--- src/rtl/cpu_pkg.sv ---
// ---------------------------------------------------------------------------
// cpu_pkg
// Shared types and opcode prefixes for the multi-cycle CPU control sequencer.
// Contents:
//   state_e    sequencer states T0..T6
//   alu_op_e   ALU function codes 0..9
//   pc_sel_e   PC source select (PC+1, IR target, stack top)
//   ram_mux_e  RAM-side ALU operand select (direct, bit-cleared, bit-set)
//   instr_t    one-hot decoded instruction flags
//   OPC_*      opcode prefixes matched against the top bits of ir_q
// ---------------------------------------------------------------------------
package cpu_pkg;

  typedef enum logic [2:0] {
    T0 = 3'd0, T1 = 3'd1, T2 = 3'd2, T3 = 3'd3,
    T4 = 3'd4, T5 = 3'd5, T6 = 3'd6
  } state_e;

  typedef enum logic [3:0] {
    ALU_ADD  = 4'd0, ALU_SUB = 4'd1, ALU_AND = 4'd2, ALU_IOR = 4'd3,
    ALU_XOR  = 4'd4, ALU_PASS = 4'd5, ALU_INC = 4'd6, ALU_DEC = 4'd7,
    ALU_ZERO = 4'd8, ALU_COM = 4'd9
  } alu_op_e;

  typedef enum logic [1:0] {
    PC_INC = 2'd0, PC_IR = 2'd1, PC_STACK = 2'd2
  } pc_sel_e;

  typedef enum logic [1:0] {
    RAM_DIRECT = 2'd0, RAM_BIT_CLR = 2'd1, RAM_BIT_SET = 2'd2
  } ram_mux_e;

  // Literal and register ops are identified by ir_q[13:8].
  localparam logic [5:0] OPC_MOVLW  = 6'b110000;
  localparam logic [5:0] OPC_ADDLW  = 6'b111110;
  localparam logic [5:0] OPC_SUBLW  = 6'b111100;
  localparam logic [5:0] OPC_ANDLW  = 6'b111001;
  localparam logic [5:0] OPC_IORLW  = 6'b111000;
  localparam logic [5:0] OPC_XORLW  = 6'b111010;
  localparam logic [5:0] OPC_ADDWF  = 6'b000111;
  localparam logic [5:0] OPC_SUBWF  = 6'b000010;
  localparam logic [5:0] OPC_ANDWF  = 6'b000101;
  localparam logic [5:0] OPC_IORWF  = 6'b000100;
  localparam logic [5:0] OPC_XORWF  = 6'b000110;
  localparam logic [5:0] OPC_MOVF   = 6'b001000;
  localparam logic [5:0] OPC_INCF   = 6'b001010;
  localparam logic [5:0] OPC_DECF   = 6'b000011;
  localparam logic [5:0] OPC_COMF   = 6'b001001;
  localparam logic [5:0] OPC_CLRF   = 6'b000001;
  localparam logic [5:0] OPC_INCFSZ = 6'b001111;
  localparam logic [5:0] OPC_DECFSZ = 6'b001011;
  // Bit ops and RETLW are identified by ir_q[13:10].
  localparam logic [3:0] OPC_RETLW  = 4'b1101;
  localparam logic [3:0] OPC_BCF    = 4'b0100;
  localparam logic [3:0] OPC_BSF    = 4'b0101;
  localparam logic [3:0] OPC_BTFSC  = 4'b0110;
  localparam logic [3:0] OPC_BTFSS  = 4'b0111;
  // Branches are identified by ir_q[13:11].
  localparam logic [2:0] OPC_GOTO   = 3'b101;
  localparam logic [2:0] OPC_CALL   = 3'b100;
  // Full or near-full matches.
  localparam logic [6:0]  OPC_MOVWF  = 7'b0000001;
  localparam logic [11:0] OPC_CLRW   = 12'h040;
  localparam logic [13:0] OPC_RETURN = 14'h0008;

  typedef struct packed {
    logic movlw;  logic addlw;  logic sublw;  logic andlw;
    logic iorlw;  logic xorlw;  logic retlw;  logic jump;
    logic call;   logic ret;    logic movwf;  logic addwf;
    logic subwf;  logic andwf;  logic iorwf;  logic xorwf;
    logic movf;   logic incf;   logic decf;   logic comf;
    logic clrw;   logic clrf;   logic incfsz; logic decfsz;
    logic bcf;    logic bsf;    logic btfsc;  logic btfss;
  } instr_t;

endpackage

--- src/rtl/cpu_ir_decode.sv ---
// ---------------------------------------------------------------------------
// cpu_ir_decode
// Purely combinational instruction decoder: turns the 14-bit instruction
// register into one-hot instruction flags plus the destination bit d.
// Ports:
//   i_ir_q     in  14  instruction register contents
//   o_instr    out     one-hot instruction flags (all zero means NOP)
//   o_d        out  1  destination select, ir_q[7] (1 = RAM, 0 = W)
// ---------------------------------------------------------------------------
module cpu_ir_decode
  import cpu_pkg::*;
(
  input  logic [13:0] i_ir_q,
  output instr_t      o_instr,
  output logic        o_d
);

  logic [5:0] w_op6;
  logic [3:0] w_op4;
  logic [2:0] w_op3;

  assign w_op6 = i_ir_q[13:8];
  assign w_op4 = i_ir_q[13:10];
  assign w_op3 = i_ir_q[13:11];
  assign o_d   = i_ir_q[7];

  // Every prefix is distinct, so at most one flag is ever set; anything
  // that matches nothing falls through as a NOP.
  assign o_instr.movlw  = (w_op6 == OPC_MOVLW);
  assign o_instr.addlw  = (w_op6 == OPC_ADDLW);
  assign o_instr.sublw  = (w_op6 == OPC_SUBLW);
  assign o_instr.andlw  = (w_op6 == OPC_ANDLW);
  assign o_instr.iorlw  = (w_op6 == OPC_IORLW);
  assign o_instr.xorlw  = (w_op6 == OPC_XORLW);
  assign o_instr.retlw  = (w_op4 == OPC_RETLW);
  assign o_instr.jump   = (w_op3 == OPC_GOTO);
  assign o_instr.call   = (w_op3 == OPC_CALL);
  assign o_instr.ret    = (i_ir_q == OPC_RETURN);
  assign o_instr.movwf  = (i_ir_q[13:7] == OPC_MOVWF);
  assign o_instr.addwf  = (w_op6 == OPC_ADDWF);
  assign o_instr.subwf  = (w_op6 == OPC_SUBWF);
  assign o_instr.andwf  = (w_op6 == OPC_ANDWF);
  assign o_instr.iorwf  = (w_op6 == OPC_IORWF);
  assign o_instr.xorwf  = (w_op6 == OPC_XORWF);
  assign o_instr.movf   = (w_op6 == OPC_MOVF);
  assign o_instr.incf   = (w_op6 == OPC_INCF);
  assign o_instr.decf   = (w_op6 == OPC_DECF);
  assign o_instr.comf   = (w_op6 == OPC_COMF);
  assign o_instr.clrw   = (i_ir_q[13:2] == OPC_CLRW);
  // CLRF shares its prefix with CLRW; only the d=1 form clears RAM.
  assign o_instr.clrf   = (w_op6 == OPC_CLRF) && i_ir_q[7];
  assign o_instr.incfsz = (w_op6 == OPC_INCFSZ);
  assign o_instr.decfsz = (w_op6 == OPC_DECFSZ);
  assign o_instr.bcf    = (w_op4 == OPC_BCF);
  assign o_instr.bsf    = (w_op4 == OPC_BSF);
  assign o_instr.btfsc  = (w_op4 == OPC_BTFSC);
  assign o_instr.btfss  = (w_op4 == OPC_BTFSS);

endmodule

--- src/rtl/cpu_ctrl_unit.sv ---
// ---------------------------------------------------------------------------
// cpu_ctrl_unit
// Multi-cycle control sequencer for the 8-bit CPU datapath. Steps through
// T0 (post-reset) then T1..T6 per instruction, drives every datapath strobe,
// handles skip instructions, bit set/clear, CALL/RETURN/RETLW with a
// return-stack pointer, and a halt/single-step hook parked in T6.
// Ports:
//   i_clk, i_rst          clock, synchronous active-high reset
//   i_ir_q [13:0]         instruction register
//   i_alu_zero, i_bit_val ALU zero flag and tested RAM bit, valid in T4
//   i_halt                park in T6 after the current instruction
//   o_load_mar/pc/ir/w    datapath register load strobes
//   o_sel_pc [1:0]        PC source (PC+1, IR target, stack top)
//   o_op [3:0]            ALU function
//   o_sel_alu             ALU A operand (0 literal, 1 RAM)
//   o_sel_ram_mux [1:0]   RAM operand (direct, bit-cleared, bit-set)
//   o_sel_bit [2:0]       bit index, ir_q[9:7]
//   o_ram_en, o_sel_bus   RAM write enable and write-data select
//   o_push, o_pop         return-stack operations
//   o_stk_ptr             stack pointer
//   o_stk_ovf, o_stk_unf  sticky overflow / underflow flags
//   o_halted              parked in T6 with halt asserted
// ---------------------------------------------------------------------------
module cpu_ctrl_unit
  import cpu_pkg::*;
#(
  parameter int STACK_DEPTH = 8,
  parameter int SP_W        = $clog2(STACK_DEPTH)
) (
  input  logic            i_clk,
  input  logic            i_rst,
  input  logic [13:0]     i_ir_q,
  input  logic            i_alu_zero,
  input  logic            i_bit_val,
  input  logic            i_halt,
  output logic            o_load_mar,
  output logic            o_load_pc,
  output logic [1:0]      o_sel_pc,
  output logic            o_load_ir,
  output logic            o_load_w,
  output logic [3:0]      o_op,
  output logic            o_sel_alu,
  output logic [1:0]      o_sel_ram_mux,
  output logic [2:0]      o_sel_bit,
  output logic            o_ram_en,
  output logic            o_sel_bus,
  output logic            o_push,
  output logic            o_pop,
  output logic [SP_W-1:0] o_stk_ptr,
  output logic            o_stk_ovf,
  output logic            o_stk_unf,
  output logic            o_halted
);

  localparam logic [SP_W-1:0] SP_MAX = SP_W'(STACK_DEPTH - 1);

  state_e          r_state;
  logic            r_skip;
  logic [SP_W-1:0] r_stk_ptr;
  logic            r_stk_ovf;
  logic            r_stk_unf;

  instr_t  w_instr;
  logic    w_d;
  logic    w_lit_op;
  logic    w_reg_op;
  alu_op_e w_alu_op;

  cpu_ir_decode u_decode (
    .i_ir_q  (i_ir_q),
    .o_instr (w_instr),
    .o_d     (w_d)
  );

  assign o_sel_bit = i_ir_q[9:7];
  assign o_stk_ptr = r_stk_ptr;
  assign o_stk_ovf = r_stk_ovf;
  assign o_stk_unf = r_stk_unf;

  assign w_lit_op = w_instr.movlw | w_instr.addlw | w_instr.sublw |
                    w_instr.andlw | w_instr.iorlw | w_instr.xorlw;
  // Register ops, including the skip-on-zero pair, all read RAM and
  // write their result to W or back to RAM depending on d.
  assign w_reg_op = w_instr.addwf | w_instr.subwf | w_instr.andwf |
                    w_instr.iorwf | w_instr.xorwf | w_instr.movf  |
                    w_instr.incf  | w_instr.decf  | w_instr.comf  |
                    w_instr.incfsz | w_instr.decfsz;

  // ALU function for the decoded instruction. Instructions that do not
  // use the ALU leave it at code 0 so the op bus idles at zero.
  always_comb begin
    w_alu_op = ALU_ADD;
    if (w_instr.sublw | w_instr.subwf)                   w_alu_op = ALU_SUB;
    if (w_instr.andlw | w_instr.andwf)                   w_alu_op = ALU_AND;
    if (w_instr.iorlw | w_instr.iorwf)                   w_alu_op = ALU_IOR;
    if (w_instr.xorlw | w_instr.xorwf)                   w_alu_op = ALU_XOR;
    if (w_instr.movlw | w_instr.retlw | w_instr.movf |
        w_instr.bcf | w_instr.bsf)                       w_alu_op = ALU_PASS;
    if (w_instr.incf | w_instr.incfsz)                   w_alu_op = ALU_INC;
    if (w_instr.decf | w_instr.decfsz)                   w_alu_op = ALU_DEC;
    if (w_instr.clrw | w_instr.clrf)                     w_alu_op = ALU_ZERO;
    if (w_instr.comf)                                    w_alu_op = ALU_COM;
  end

  // Strobe generation. Everything defaults to zero, and reset forces the
  // defaults so an aborted instruction never fires a strobe in the reset
  // cycle itself.
  always_comb begin
    o_load_mar    = 1'b0;
    o_load_pc     = 1'b0;
    o_sel_pc      = PC_INC;
    o_load_ir     = 1'b0;
    o_load_w      = 1'b0;
    o_op          = ALU_ADD;
    o_sel_alu     = 1'b0;
    o_sel_ram_mux = RAM_DIRECT;
    o_ram_en      = 1'b0;
    o_sel_bus     = 1'b0;
    o_push        = 1'b0;
    o_pop         = 1'b0;
    o_halted      = 1'b0;
    if (!i_rst) begin
      case (r_state)
        T1: o_load_mar = 1'b1;
        T2: o_load_pc  = 1'b1;
        T3: o_load_ir  = 1'b1;
        T4: begin
          o_op = w_alu_op;
          if (w_lit_op | w_instr.retlw | w_instr.clrw) o_load_w = 1'b1;
          if (w_instr.retlw | w_instr.ret) begin
            o_pop     = 1'b1;
            o_load_pc = 1'b1;
            o_sel_pc  = PC_STACK;
          end
          if (w_instr.jump | w_instr.call) begin
            o_push    = w_instr.call;
            o_load_pc = 1'b1;
            o_sel_pc  = PC_IR;
          end
          if (w_instr.movwf) begin
            o_ram_en  = 1'b1;
            o_sel_bus = 1'b1;
          end
          if (w_reg_op) begin
            o_sel_alu = 1'b1;
            o_ram_en  = w_d;
            o_load_w  = ~w_d;
          end
          if (w_instr.clrf) o_ram_en = 1'b1;
          if (w_instr.bcf | w_instr.bsf) begin
            o_sel_alu     = 1'b1;
            o_ram_en      = 1'b1;
            o_sel_ram_mux = w_instr.bcf ? RAM_BIT_CLR : RAM_BIT_SET;
          end
          if (w_instr.btfsc | w_instr.btfss) o_sel_alu = 1'b1;
        end
        T5: o_load_pc = r_skip;
        T6: o_halted  = i_halt;
        default: ;
      endcase
    end
  end

  // Sequencer state, skip latch and return-stack pointer. The skip
  // decision is captured at the end of T4 while alu_zero/bit_val are valid
  // and consumed in T5. The stack pointer wraps naturally because the depth
  // is a power of two; the flags only record that a wrap happened.
  always_ff @(posedge i_clk) begin
    if (i_rst) begin
      r_state   <= T0;
      r_skip    <= 1'b0;
      r_stk_ptr <= '0;
      r_stk_ovf <= 1'b0;
      r_stk_unf <= 1'b0;
    end else begin
      case (r_state)
        T0: r_state <= T1;
        T1: r_state <= T2;
        T2: r_state <= T3;
        T3: r_state <= T4;
        T4: begin
          r_state <= T5;
          if (w_instr.incfsz | w_instr.decfsz) r_skip <= i_alu_zero;
          else if (w_instr.btfsc)              r_skip <= ~i_bit_val;
          else if (w_instr.btfss)              r_skip <= i_bit_val;
        end
        T5: begin
          r_state <= T6;
          r_skip  <= 1'b0;
        end
        T6: if (!i_halt) r_state <= T1;
        default: r_state <= T0;
      endcase
      if (o_push) begin
        if (r_stk_ptr == SP_MAX) r_stk_ovf <= 1'b1;
        r_stk_ptr <= r_stk_ptr + 1'b1;
      end
      if (o_pop) begin
        if (r_stk_ptr == '0) r_stk_unf <= 1'b1;
        r_stk_ptr <= r_stk_ptr - 1'b1;
      end
    end
  end

endmodule

--- config.mk ---
export PLATFORM = sky130hd
export DESIGN_NAME = cpu_ctrl_unit
export DESIGN_NICKNAME = d
export VERILOG_FILES = /design/src/rtl/cpu_pkg.sv /design/src/rtl/cpu_ir_decode.sv /design/src/rtl/cpu_ctrl_unit.sv
export SDC_FILE = /design/constraint.sdc
export NUM_CORES = 1
export LEC_CHECK = 0
export ABC_AREA = 1
export BUFFER_PORTS_ARGS = -buffer_cell sky130_fd_sc_hd__buf_2
export CAP_MARGIN = 20
export CORE_AREA = 2 2 64 54
export CTS_CLUSTER_SIZE = 40
export DETAILED_ROUTE_END_ITERATION = 10
export DIE_AREA = 0 0 66 56
export PLACE_DENSITY = 0.67
export SYNTH_ARGS = -nofsm -noshare
export SYNTH_HDL_FRONTEND = slang
export SYNTH_SLANG_ARGS = --single-unit
export TNS_END_PERCENT = 1
--- constraint.sdc ---
create_clock -name i_clk -period 2.3 [get_ports i_clk]
set_clock_uncertainty 0.15 [all_clocks]
set_input_delay 0.345 -clock i_clk [delete_from_list [all_inputs] [get_ports i_clk]]
set_output_delay 0.345 -clock i_clk [all_outputs]
set_load 0.01 [all_outputs]
---- Yosys cells after proc, flatten, opt, wreduce, memory -nomap -nowiden ----
Cells that the tools add are included.
W data, S select, Z words.
word-level totals
  memories ................................ 0
  word-level logic and storage cells ...... 146
  input bits .............................. 19
  output and inout bits ................... 26
  latch bits .............................. 0
  memory bits (writable) .................. 0
  memory bits (read-only) ................. 0
  register bits after elaboration ......... 9
cells by class
  bitwise logic cells ..................... 35
  divide/modulo/power cells ............... 0
  add/subtract/negate cells ............... 2
  muxes and demuxes ....................... 59
  reduce and logical (&&, ||, !) cells .... 8
  shifts and indexed selects .............. 0
  multipliers ............................. 0
  equality and inequality tests ........... 37
  $lt $le $gt $ge ......................... 0
operators with widths
  cell                   count
  $mux W4                10
  $eq A6 B6 Y1 const B   6
  $mux W1                35
  $or A1 B1 Y1           33
  $eq A6 B4 Y1 const B   5
  $eq A6 B3 Y1 const B   4
  $pmux W3 S7            1
  $eq A3 B3 Y1 const B   6
  $eq A4 B3 Y1 const B   4
  $mux W2                8
  $eq A14 B4 Y1 const B  1
  $eq A12 B7 Y1 const B  1
  $eq A6 B2 Y1 const B   2
  $mux W3                3
  $eq A7 B1 Y1 const B   1
  $eq A3 B2 Y1 const B   2
  $eq A6 B1 Y1 const B   1
  $logic_not A3 Y1       2
  $reduce_and A2 Y1      3
  $eq A4 B4 Y1 const B   1
  $ne A4 B4 Y1 const B   1
  $reduce_bool A2 Y1     2
  $add A3 B1 Y3 const B  1
  $eq A3 B1 Y1 const B   1
  6 further kinds        7

---- Longest topological paths before layout ----
Gate-level depths: netlist (run 1).
  depth after elaboration ................. 16
  gate-level depth with buffers ........... 14
  mapped depth without buffers ............ 13

---- Modules after synthesis ----
From an unflattened synthesis (run 1), not the netlist that was laid out.
unflattened totals
  cell total of the unflattened synthesis .. 207
  area total of the unflattened synthesis .. 1113.6 sq um
by module, submodules not included
  module         area each (sq um)  sequential area each (sq um)  instances  cells an instance
  cpu_ctrl_unit  792.0              180.2                         1          137
  cpu_ir_decode  321.6              0.0                           1          70

---- Worst setup path before layout (run 1) ----
No wires, ideal clock.
  path kind ............................... input to register
  from .................................... in i_ir_q[10]
  to ...................................... reg r_stk_ptr[2], in the netlist o_stk_ptr[2]
  library setup time ...................... 115 ps
  cell stages on the path ................. 14
  data arrival time ....................... 1730 ps
  required time ........................... 2035 ps
  buffers on the path ..................... 1
  setup slack ............................. 305 ps
  cells stage by stage .................... buf_4 nor2_2 nand2_1 nor2_1 nand2_1 nand2_2 nand2_4 fa_1 inv_1 nand2_1 nand2_2 nand3_1 nand2_1 nor2_1
on the way
  cells in the longest elaborated chain, start to end .. 6
  elaborated cells between the ends (all ways) .. 8
  classes of those cells .................. eq/ne (2); mux (4); bitwise (1); reduce/logical (1)
ends and longest elaborated chain
  item                                                  RTL line                                  RTL
  from (decl)                                           cpu_ctrl_unit.sv:32                       input logic [13:0] i_ir_q,
  $eq A14 B4 Y1 / $eq A4 B4 Y1 (equally long branches)  cpu_ir_decode.sv:38, cpu_ir_decode.sv:35
  $or A1 B1 Y1 *                                        cpu_ctrl_unit.sv:130                      if (w_instr.retlw | w_instr.ret) begin
  $mux W1 *                                             cpu_ctrl_unit.sv:130
  $mux W1 *                                             cpu_ctrl_unit.sv:123                      case (r_state)
  $mux W1 *                                             cpu_ctrl_unit.sv:122                      if (!i_rst) begin
  $mux W3 / $reduce_bool A2 Y1 (equally long branches)  -
  to (signal assigned)                                  cpu_ctrl_unit.sv:196                      r_stk_ptr <= r_stk_ptr + 1'b1;
  to (signal assigned)                                  cpu_ctrl_unit.sv:200                      r_stk_ptr <= r_stk_ptr - 1'b1;
  to (decl)                                             cpu_ctrl_unit.sv:59                       logic [SP_W-1:0] r_stk_ptr;
Mark *: on every way between the ends. The rest lies on a longest branch, timed or not.
A chain may end at the register's enable or synchronous reset.

---- Final worst setup path (run 1) ----
  from .................................... in i_ir_q[11]
  to ...................................... out o_load_w
on the way
  cells in the longest elaborated chain, start to end .. 14
  elaborated cells between the ends (all ways) .. 40
  classes of those cells .................. eq/ne (19); mux (4); bitwise (17)
ends and longest elaborated chain
  item                                                 RTL line                                  RTL
  $eq A6 B3 Y1 / $eq A6 B2 Y1 (equally long branches)  cpu_ir_decode.sv:40, cpu_ir_decode.sv:41
  $or A1 B1 Y1 (3 in a row)                            cpu_ctrl_unit.sv:84                       assign w_reg_op = w_instr.addwf | w_instr.subwf | w_instr.andwf |
  $or A1 B1 Y1 (3 in a row)                            cpu_ctrl_unit.sv:85                       w_instr.iorwf | w_instr.xorwf | w_instr.movf |
  $or A1 B1 Y1 (3 in a row)                            cpu_ctrl_unit.sv:86                       w_instr.incf | w_instr.decf | w_instr.comf |
  $or A1 B1 Y1                                         cpu_ctrl_unit.sv:87                       w_instr.incfsz | w_instr.decfsz;
  $mux W1 *                                            cpu_ctrl_unit.sv:144                      if (w_reg_op) begin
  $mux W1 *                                            cpu_ctrl_unit.sv:123
  $mux W1 *                                            cpu_ctrl_unit.sv:122
  to (decl)                                            cpu_ctrl_unit.sv:40                       output logic o_load_w,
Marked as above.

==> out/qor.csv, run 1 <==
stage,metric,value,unit
final_layout,area_growth,27.7,%
global_route,grt_pass1_wl,4710,um
timing,hold_viol,0,
route,drcViolationCount,0,
floorplanning,start_util,34.1,%
timing,rsz0062_at_grt,false,
critical_path,critPathMaxFanout,8,
synth,ys_ff_latch,9,
clocking,cts_tree,built,
power,switching_share,31.1,%
critical_path,crit_path_end_kind,primary output,
clocking,clockBufferDepth,2,
worst_hold_path,min_path_cells,2,
final_layout,antenna_cells,0,
synth,ys_warn_count,0,
critical_path,regToRegSetupSlack,0.28,ns
synth,yosysUniqueCellTypes,32,
power,power_density,355,nW/um^2
synth,syn_nets,198,
route,drt_wl_total,2920,um
timing,relSlewSlack,79.6,%
route,drtPass1Iterations,4,
placed_design,dp_hpwl,2330,um
synth,syn_avg_cell_area,5.78,um^2
synth,ys_seq_area_share,17.5,%
power,ir_worst_vdd,0.218,mV
route,vias,1266,
power,pwr-share-clk,40.2,%
clocking,clockRootBuffer,clkbuf_8,
final_layout,drive_above_1_share,30.2,%
critical_path,start_kind,input port,
clocking,clock_latency,0.23,ns
floorplanning,rows,18,
clocking,cts_buffers,3,
critical_path,crit-reg2reg-launch,r_state[1],
critical_path,crit_start,i_ir_q[11],
placed_design,numPortBuffers,44,
synth,synth_area,1030,um^2
clocking,cts_max_level,1,
route,drt_iter0_markers,59,
synth,synth_cells,178,
floorplanning,die_h,56,um
timing,period_minus_slack,2.10,ns
power,p_leak,0.000722,uW
clocking,postCtsSetupBuffers,0,
global_route,grt_overflow_total,0,
placed_design,place_congestion,0.982,
critical_path,cp-endpoint,o_load_w,
floorplanning,die_w,66,um
final_layout,fin_nets,243,
floorplanning,die_area,3700,um^2
global_route,first_global_vias,1053,
clocking,cts_sinks,9,
worst_hold_path,holdCritPathClass,in -> reg,
route,routed_via_density,4.83,
route,ant_nets,0,
timing,max_freq,0.476,GHz
floorplanning,coreArea,3020,um^2
timing,finalCritPeriodShare,91.4,%
global_route,track_usage,16.0,%
critical_path,worst_r2r_endpoint,o_stk_ptr[2],
timing,setup_viol,0,
timing,drv_slew,0,
outcome,outcome,"finished, final reports clean",
clocking,hold_buffers,0,
floorplanning,io_pins,45,
placed_design,place_inst,258,
flow_run,maxCapViolCount,0,
clocking,cts_resized,0,
route,wl_per_cell,11.2,um
timing,fin_tns_setup,0,ns
critical_path,worstSetupPathType,in -> out,
power,seq_power_share,35.4,%
power,switchingPower,145,uW
critical_path,crit_arrival,1.61,ns
critical_path,cp.required,1.80,ns
power,pwr-share-comb,24.4,%
critical_path,reg2regPathDepth,13,
global_route,antenna_found_initial,0,
global_route,grt_max_degree,12,
power,internal_power,322,uW
timing,worst_slew_pin_slew,0.302,ns
clocking,clk_pin_slew,0.05,ns
final_layout,final_cells,262,
-- worst min path at each step --
| stage | slack [ns] | end | startpoint |
|---|---|---|---|
| CTS | 0.26 | o_stk_unf | i_rst |
| finish | 0.26 | o_stk_unf | i_rst |
| global route | 0.27 | o_stk_unf | i_rst |
| floorplan | 0.30 | r_skip | r_skip |
| global placement | 0.29 | o_stk_ovf | o_stk_ovf |
| detailed placement | 0.30 | o_stk_ovf | o_stk_ovf |
-- synthesized netlist by cell type, drive strengths merged --
master	instances	area share (%)
o31ai	1	0.73
dfxtp	9	18
clkbuf	1	0.36
buf	5	4.0
o21a	2	1.5
nand4	3	1.8
nand2	43	18
o2111ai	2	1.7
a31oi	2	1.2
a21boi	1	0.73
or2	1	0.61
nor3	9	4.9
fa	1	1.9
o21ai	7	3.4
nor4	2	1.2
nand3	15	7.3
or3	1	0.61
nor2	34	15
nand3b	2	1.5
o211ai	1	0.73
xor2	1	0.85
inv	28	10
a21oi	7	3.8
-- state kept, by name (all words and copies together), names as in the netlist --
signal	flops
r_skip	1
r_state	3
o_stk_ptr	3
o_stk_ovf	1
o_stk_unf	1
-- layout by cell type, fill, tap and decap left out, types with 3 or more instances in the layout --
cell type / instances
nor2_2: 4
dfxtp_1: 9
o21ai_0: 7
nand3_1: 15
clkbuf_8: 3
nand2_2: 5
a21oi_1: 6
inv_1: 25
nand4_1: 3
buf_2: 44
nor2_1: 28
nor3_1: 8
nand2_1: 36
-- per-layer routing --
| metal | vias to the layer above | part of all wire (%) | track usage (%) |
|---|---|---|---|
| met3 | 2 | 8.6 | 5.67 |
| met5 | - | 0 | 0 |
| met2 | 53 | 42 | 22.8 |
| li1 | 668 | - | - |
| met4 | 0 | 0.10 | 1.75 |
| met1 | 543 | 49 | 23.6 |
-- logic make-up after synthesis --
logic type | after synthesis | share of synthesized area (%)
AND/OR/NAND/NOR | 110 | 51.1
buffers and inverters | 34 | 14.8
AO/OA/AOI/OAI | 23 | 13.7
flip-flops | 9 | 17.5
XOR/XNOR | 1 | 0.852
adder cells (fa/ha/maj) | 1 | 1.95
-- power by group through the flow --
stage	logic, uW	registers, uW	clock network (uW)
after floorplan	76.3	167	0
after global placement	113	168	0
after detailed placement	112	168	0
after CTS	113	165	190
after global routing	127	166	199
final	114	165	187
-- worst max-delay path, cell delays in order --
cell and delay [ns]:
buf_2 0.20, inv_4 0.09, nand2_4 0.07, inv_2 0.04, nand2_1 0.12, o21ai_0 0.09
nor2_1 0.20, nand2_1 0.10, nand2_1 0.08, nand2_1 0.05, nor2_1 0.09, buf_2 0.13
-- area by class of cell --
class / instances / area, um^2
fill: 345 / 1700
multi-input combinational: 135 / 696
timing repair buffer: 46 / 235
sequential: 9 / 180
inverter: 28 / 108
tap: 40 / 50.0
clock buffer: 4 / 45.0
-- stage by stage --
stage,total power [uW],cell area (um^2),worst slack (ns),utilization (%),hold WS [ns]
2_1_floorplan,243,1030,0.305,-,0.304
3_3_place_gp,281,1270,0.158,42.0,0.287
3_5_place_dp,280,1270,0.114,42.0,0.298
4_1_cts,468,1310,0.225,43.5,0.258
5_1_grt,492,1310,0.0756,43.5,0.266
6_report,467,1310,0.197,43.5,0.259
Note: power is estimated with default switching activity, not from simulation.
==> inputs of run 2 (changes only) <==
--- a/config.mk
+++ b/config.mk
@@ -8,12 +8,13 @@
 export ABC_AREA = 1
 export BUFFER_PORTS_ARGS = -buffer_cell sky130_fd_sc_hd__buf_2
 export CAP_MARGIN = 20
-export CORE_AREA = 2 2 64 54
+export CORE_AREA = 2 2 67 56
 export CTS_CLUSTER_SIZE = 40
 export DETAILED_ROUTE_END_ITERATION = 10
-export DIE_AREA = 0 0 66 56
-export PLACE_DENSITY = 0.67
+export DIE_AREA = 0 0 69 58
+export PLACE_DENSITY = 0.66
 export SYNTH_ARGS = -nofsm -noshare
 export SYNTH_HDL_FRONTEND = slang
+export SYNTH_HIERARCHICAL = 1
 export SYNTH_SLANG_ARGS = --single-unit
 export TNS_END_PERCENT = 1
==> out/qor.csv, run 2 <==
stage,metric,value,unit,change
outcome,outcome,"finished, final reports clean",,unchanged
timing,finalCritPeriodShare,93.7,%,was 91.4%
power,power_density,332,nW/um^2,was 355 nW/um^2
timing,hold_viol,0,,unchanged
clocking,postCtsSetupBuffers,0,,unchanged
flow_run,maxCapViolCount,0,,unchanged
worst_hold_path,min_path_cells,2,,unchanged
timing,drv_slew,0,,unchanged
critical_path,start_kind,input port,,unchanged
final_layout,antenna_cells,0,,unchanged
synth,ys_warn_count,6,,was 0
timing,fin_tns_setup,0,ns,unchanged
floorplanning,io_pins,45,,unchanged
route,routed_via_density,4.61,,was 4.83
synth,synth_cells,207,,was 178
clocking,cts_sinks,9,,unchanged
timing,max_freq,0.464,GHz,was 0.476 GHz
timing,rsz0062_at_grt,false,,unchanged
floorplanning,start_util,33.5,%,was 34.1%
placed_design,numPortBuffers,44,,unchanged
synth,synth-edff-count,0,,unchanged
synth,yosysUniqueCellTypes,24,,was 32
worst_hold_path,holdCritPathClass,in -> reg,,unchanged
critical_path,worstSetupPathType,in -> out,,unchanged
final_layout,drive_above_1_share,29.8,%,was 30.2%
timing,worst_slew_pin_slew,0.324,ns,was 0.302 ns
final_layout,area_growth,27.6,%,was 27.7%
synth,synth_top_area_share,19.2,%,was 17.5%
placed_design,dp_hpwl,2420,um,was 2330 um
global_route,grt_overflow_total,0,,unchanged
timing,relSlewSlack,78.2,%,was 79.6%
final_layout,multi_input_area,769,um^2,was 696 um^2
global_route,antenna_found_initial,0,,unchanged
final_layout,final_util,42.7,%,was 43.5%
timing,setup_viol,0,,unchanged
synth,yosys-top-cells-area,"nor2_1, dfxtp_1, nand2_1",,"was dfxtp_1, nand2_1, nor2_1"
route,drtPass1Iterations,4,,unchanged
clocking,cts_buffers,3,,unchanged
final_layout,seq_area,180,um^2,unchanged
final_layout,nFillCells,382,,was 345
floorplanning,die_area,4000,um^2,was 3700 um^2
clocking,clockRootBuffer,clkbuf_8,,unchanged
route,drt_iter0_markers,52,,was 59
critical_path,reg2regPathDepth,12,,was 13
critical_path,crit_path_end_kind,primary output,,unchanged
route,ant_nets,0,,unchanged
route,drcViolationCount,0,,unchanged
timing,period_minus_slack,2.15,ns,was 2.10 ns
floorplanning,die_h,58,um,was 56 um
synth,ys_ff_latch,9,,unchanged
final_layout,most-common-layout-cells,"nor2_1, buf_2, nand2_1, inv_1, nor3_1",,"was buf_2, nand2_1, nor2_1, inv_1, nand3_1"
synth,synth_area,1110,um^2,was 1030 um^2
synth,synthFlopType,dfxtp_1,,unchanged
floorplanning,die_w,69,um,was 66 um
global_route,grt_pass1_wl,4890,um,was 4710 um
power,ir_worst_vdd,0.439,mV,was 0.218 mV
synth,synth_most_common_cell,nor2_1,,was nand2_1
placed_design,dpl-instance-area,1370,um^2,was 1270 um^2
clocking,clk_pin_slew,0.04,ns,was 0.05 ns
final_layout,postLayoutCellArea,1420,um^2,was 1310 um^2
placed_design,place_congestion,0.921,,was 0.982
global_route,first_global_vias,1197,,was 1053
floorplanning,coreArea,3330,um^2,was 3020 um^2
global_route,track_usage,14.5,%,was 16.0%
route,drt_wl_total,2880,um,was 2920 um
critical_path,crit_arrival,1.66,ns,was 1.61 ns
clocking,clockBufferDepth,2,,unchanged
route,vias,1355,,was 1266
final_layout,layout_commonest_cell,nor2_1,,was buf_2
global_route,grt_max_degree,12,,unchanged
synth,async_flop_share,0,%,unchanged
floorplanning,rows,19,,was 18
clocking,clock_latency,0.23,ns,about the same
power,p_leak,0.000762,uW,was 0.000722 uW
synth,synth_largest_area_cell,nor2_1,,was dfxtp_1
synth,ys_seq_area_share,16.2,%,was 17.5%
clocking,cts_max_level,1,,unchanged
clocking,cts_tree,built,,unchanged
synth,syn_avg_cell_area,5.38,um^2,was 5.78 um^2
final_layout,fin_nets,273,,was 243
synth,synthTopCellsByCount,"nor2_1, nand2_1, inv_1, nor3_1, dfxtp_1",,"was nand2_1, nor2_1, inv_1, nand3_1, dfxtp_1"
synth,syn_nets,227,,was 198
route,wl_per_cell,9.79,um,was 11.2 um
critical_path,cp.required,1.80,ns,about the same
critical_path,critPathMaxFanout,7,,was 8
## run 2: cell count changes after synthesis, sizes merged, moves of 3 or more
cell | previous run | this run
nor2 | 34 | 61
nand3 | 15 | 11
inv | 28 | 37
nor3 | 9 | 12
## run 2: cells by family after synthesis
group           Yosys count  synth area share [%]
simple gates            134                  55.6
buf+inv                  42                  15.5
compound gates           21                  10.9
flops                     9                  16.2
fa+ha+maj                 1                  1.80
## run 2: cell type report
class	instances	area share, %
multi-input cells	156	54.1
well taps	42	3.70
repair buffers	46	16.5
clock buffers	4	3.17
inverters	37	9.77
flip-flops and latches	9	12.7
## run 2: final timing paths
check	start	to	slack [ns]
worst max-delay path	i_ir_q[12]	o_load_w	0.15
worst max register to register	r_state[2]	o_stk_ptr[2]	0.30
worst min register to register	o_stk_ovf	o_stk_ovf	0.29
worst min-delay path	i_rst	o_stk_ovf	0.27
## run 2: per-stage QoR
| stage | hold WS [ns] | std cells | setup WS [ns] | total power, uW |
|---|---|---|---|---|
| 2_1_floorplan | 0.294 | 207 | 0.226 | 246 |
| 3_3_place_gp | 0.286 | 290 | 0.0774 | 287 |
| 3_5_place_dp | 0.288 | 290 | 0.0247 | 286 |
| 4_1_cts | 0.264 | 294 | 0.133 | 471 |
| 5_1_grt | 0.275 | 294 | 0.0135 | 501 |
| 6_report | 0.265 | 294 | 0.145 | 471 |
## run 2: power breakdown
part           switching [uW]  internal [uW]
registers                5.46            161
clock network            64.7            121
logic                    77.1           42.6
## run 2: worst max-delay path, stage by stage
cell and delay, ns:
buf_2 0.18, nor2_4 0.07, nand3_2 0.10, nor2_1 0.06, nor2_1 0.15, nand2_1 0.13, o21ai_0 0.25, nand2_1 0.08
a31oi_1 0.14, buf_2 0.15
## run 2: timing repair
item                       4_1_cts  5_1_grt
hold buffers                     0        0
setup endpoints to repair        0        5
resized for setup                0        3
## run 2: metal layers
metal  up-vias  global-route usage [%]  wire length, um
li1        733                       -                -
met1       585                    20.0             1490
met2        37                    23.8             1210
met3         0                    4.52              180
met4         0                   0.840                0
met5         -                       0                0
==> inputs of run 3 (changes only) <==
--- a/config.mk
+++ b/config.mk
@@ -12,7 +12,7 @@
 export CTS_CLUSTER_SIZE = 40
 export DETAILED_ROUTE_END_ITERATION = 10
 export DIE_AREA = 0 0 69 58
-export PLACE_DENSITY = 0.66
+export PLACE_DENSITY = 0.64
 export SYNTH_ARGS = -nofsm -noshare
 export SYNTH_HDL_FRONTEND = slang
 export SYNTH_HIERARCHICAL = 1
==> constraint.sdc (replaced) <==
create_clock -name i_clk -period 2.3 [get_ports i_clk]
set_clock_uncertainty 0.15 [all_clocks]
set_input_delay 0.345 -clock i_clk [delete_from_list [all_inputs] [get_ports i_clk]]
set_output_delay 0.345 -clock i_clk [all_outputs]
set_load 0.02 [all_outputs]
==> out/qor.csv, run 3 (synthesized netlist as in run 2, its figures left out) <==
stage,metric,value,unit,change
route,ant_nets,0,,unchanged
route,drtPass1Iterations,4,,unchanged
clocking,cts_max_level,1,,unchanged
worst_hold_path,min_path_cells,2,,unchanged
placed_design,place_congestion,0.955,,was 0.921
critical_path,reg2regPathDepth,12,,unchanged
worst_hold_path,hold_end,o_stk_ovf,,unchanged
critical_path,worstSetupPathType,in -> out,,unchanged
placed_design,dp_hpwl,2560,um,was 2420 um
timing,hold_viol,0,,unchanged
critical_path,crit-reg2reg-launch,r_state[2],,unchanged
final_layout,antenna_cells,0,,unchanged
floorplanning,io_pins,45,,unchanged
timing,setup_viol,0,,unchanged
timing,period_minus_slack,2.17,ns,was 2.15 ns
route,routed_via_density,4.72,,was 4.61
final_layout,multi_input_area,785,um^2,was 769 um^2
power,pwr-share-clk,38.4,%,was 39.4%
global_route,first_global_vias,1208,,was 1197
critical_path,start_kind,input port,,unchanged
timing,worst_slew_pin_slew,0.307,ns,was 0.324 ns
route,wl_per_cell,10.4,um,was 9.79 um
floorplanning,rows,19,,unchanged
worst_hold_path,holdCritPathClass,in -> reg,,unchanged
critical_path,critPathMaxFanout,7,,unchanged
power,power_density,332,nW/um^2,about the same
power,p_leak,0.000763,uW,was 0.000762 uW
floorplanning,die_h,58,um,unchanged
placed_design,numPortBuffers,44,,unchanged
final_layout,area_growth,29.4,%,was 27.6%
clocking,clk_pin_slew,0.04,ns,about the same
final_layout,fin_nets,273,,unchanged
route,drt_iter0_markers,109,,was 52
critical_path,cp.required,1.80,ns,about the same
timing,rsz0062_at_grt,true,,was false
power,switchingPower,153,uW,was 147 uW
timing,finalCritPeriodShare,94.3,%,was 93.7%
power,switching_share,32.1,%,was 31.2%
clocking,clockRootBuffer,clkbuf_8,,unchanged
flow_run,maxCapViolCount,0,,unchanged
floorplanning,die_area,4000,um^2,unchanged
floorplanning,coreArea,3330,um^2,unchanged
clocking,cts_sinks,9,,unchanged
final_layout,seq_area,180,um^2,unchanged
power,pwr-share-comb,26.9,%,was 25.4%
final_layout,drive_above_1_share,31.7,%,was 29.8%
floorplanning,die_w,69,um,unchanged
clocking,clockBufferDepth,2,,unchanged
critical_path,crit_path_end_kind,primary output,,unchanged
critical_path,crit_arrival,1.67,ns,was 1.66 ns
final_layout,nFillCells,374,,was 382
global_route,grt_pass1_wl,5020,um,was 4890 um
timing,max_freq,0.461,GHz,was 0.464 GHz
power,fin_total_pwr,478,uW,was 471 uW
critical_path,regToRegSetupSlack,0.28,ns,was 0.30 ns
floorplanning,start_util,33.5,%,unchanged
clocking,cts_tree,built,,unchanged
global_route,track_usage,15.4,%,was 14.5%
final_layout,final_util,43.3,%,was 42.7%
final_layout,most-common-layout-cells,"nor2_1, buf_2, nand2_1, inv_1",,"was nor2_1, buf_2, nand2_1, inv_1, nor3_1"
timing,drv_slew,0,,unchanged
power,seq_power_share,34.7,%,was 35.2%
route,drt_wl_total,3070,um,was 2880 um
outcome,outcome,"finished, final reports clean",,unchanged
clocking,postCtsSetupBuffers,0,,unchanged
timing,relSlewSlack,79.3,%,was 78.2%
clocking,cts_buffers,3,,unchanged
route,vias,1388,,was 1355
global_route,grt_overflow_total,0,,unchanged
route,drcViolationCount,0,,unchanged
global_route,grt_max_degree,12,,unchanged
final_layout,layout_commonest_cell,nor2_1,,unchanged
power,internal_power,325,uW,was 324 uW
worst_hold_path,hp-start,i_rst,,unchanged
clocking,clock_latency,0.23,ns,about the same
critical_path,worst_r2r_endpoint,o_stk_ptr[2],,unchanged
power,ir_worst_vdd,0.267,mV,was 0.439 mV
global_route,antenna_found_initial,0,,unchanged
## run 3: power by group through the flow
stage	combinational [uW]	clock [uW]	sequential, uW
floorplan	82.9	0	168
global placement	124	0	169
detailed placement	124	0	169
CTS	124	189	166
global route	144	202	166
finish	129	184	166
## run 3: critical path: stages
cell and delay, ns:
buf_2 0.18, nor2_4 0.08, nand3_2 0.09, nor2_1 0.06
nor2_1 0.17, nand2_1 0.13, o21ai_1 0.21, nand2_1 0.07
a31oi_1 0.14, buf_2 0.19
## run 3: area by class of cell
| cell class | instances | area share (%) |
|---|---|---|
| inverter | 37 | 9.64 |
| clock buffer | 4 | 3.13 |
| timing repair buffer | 46 | 16.7 |
| sequential | 9 | 12.5 |
| multi-input combinational | 156 | 54.4 |
| tap | 42 | 3.65 |
## run 3: how the worst max path moves through the flow
stage                     cells past startpoint  startpoint      endpoint
after floorplan                              15  i_ir_q[10]  o_stk_ptr[2]
after global placement                       16   i_ir_q[9]  o_stk_ptr[2]
after detailed placement                     16   i_ir_q[9]  o_stk_ptr[2]
after CTS                                    10  i_ir_q[10]      o_load_w
after global routing                         16  i_ir_q[11]       o_op[0]
final                                        10  i_ir_q[12]      o_load_w
## run 3: metal layers
| layer | global-route usage [%] | vias to the layer above | wire length (um) |
|---|---|---|---|
| met5 | 0 | - | 0 |
| met4 | 3.92 | 0 | 19 |
| met3 | 4.35 | 5 | 242 |
| met2 | 23.4 | 47 | 1340 |
| met1 | 21.7 | 602 | 1470 |
| li1 | - | 734 | - |
## run 3: timing repair
item	in CTS	in global routing
resized for setup	0	11
hold buffers	0	0
endpoints found under the setup margin	0	5
## run 3: metrics by stage
step                      instances  setup slack, ns  hold slack, ns  instance area, um^2  setup TNS (ns)
after detailed placement        290         -0.00513           0.291                 1370        -0.00513
after CTS                       294           0.0609           0.258                 1410               0
after global routing            294          -0.0101           0.277                 1440         -0.0102
after floorplan                 207            0.160           0.294                 1110               0
after global placement          290         -0.00305           0.286                 1370        -0.00305
final                           294            0.131           0.263                 1440               0
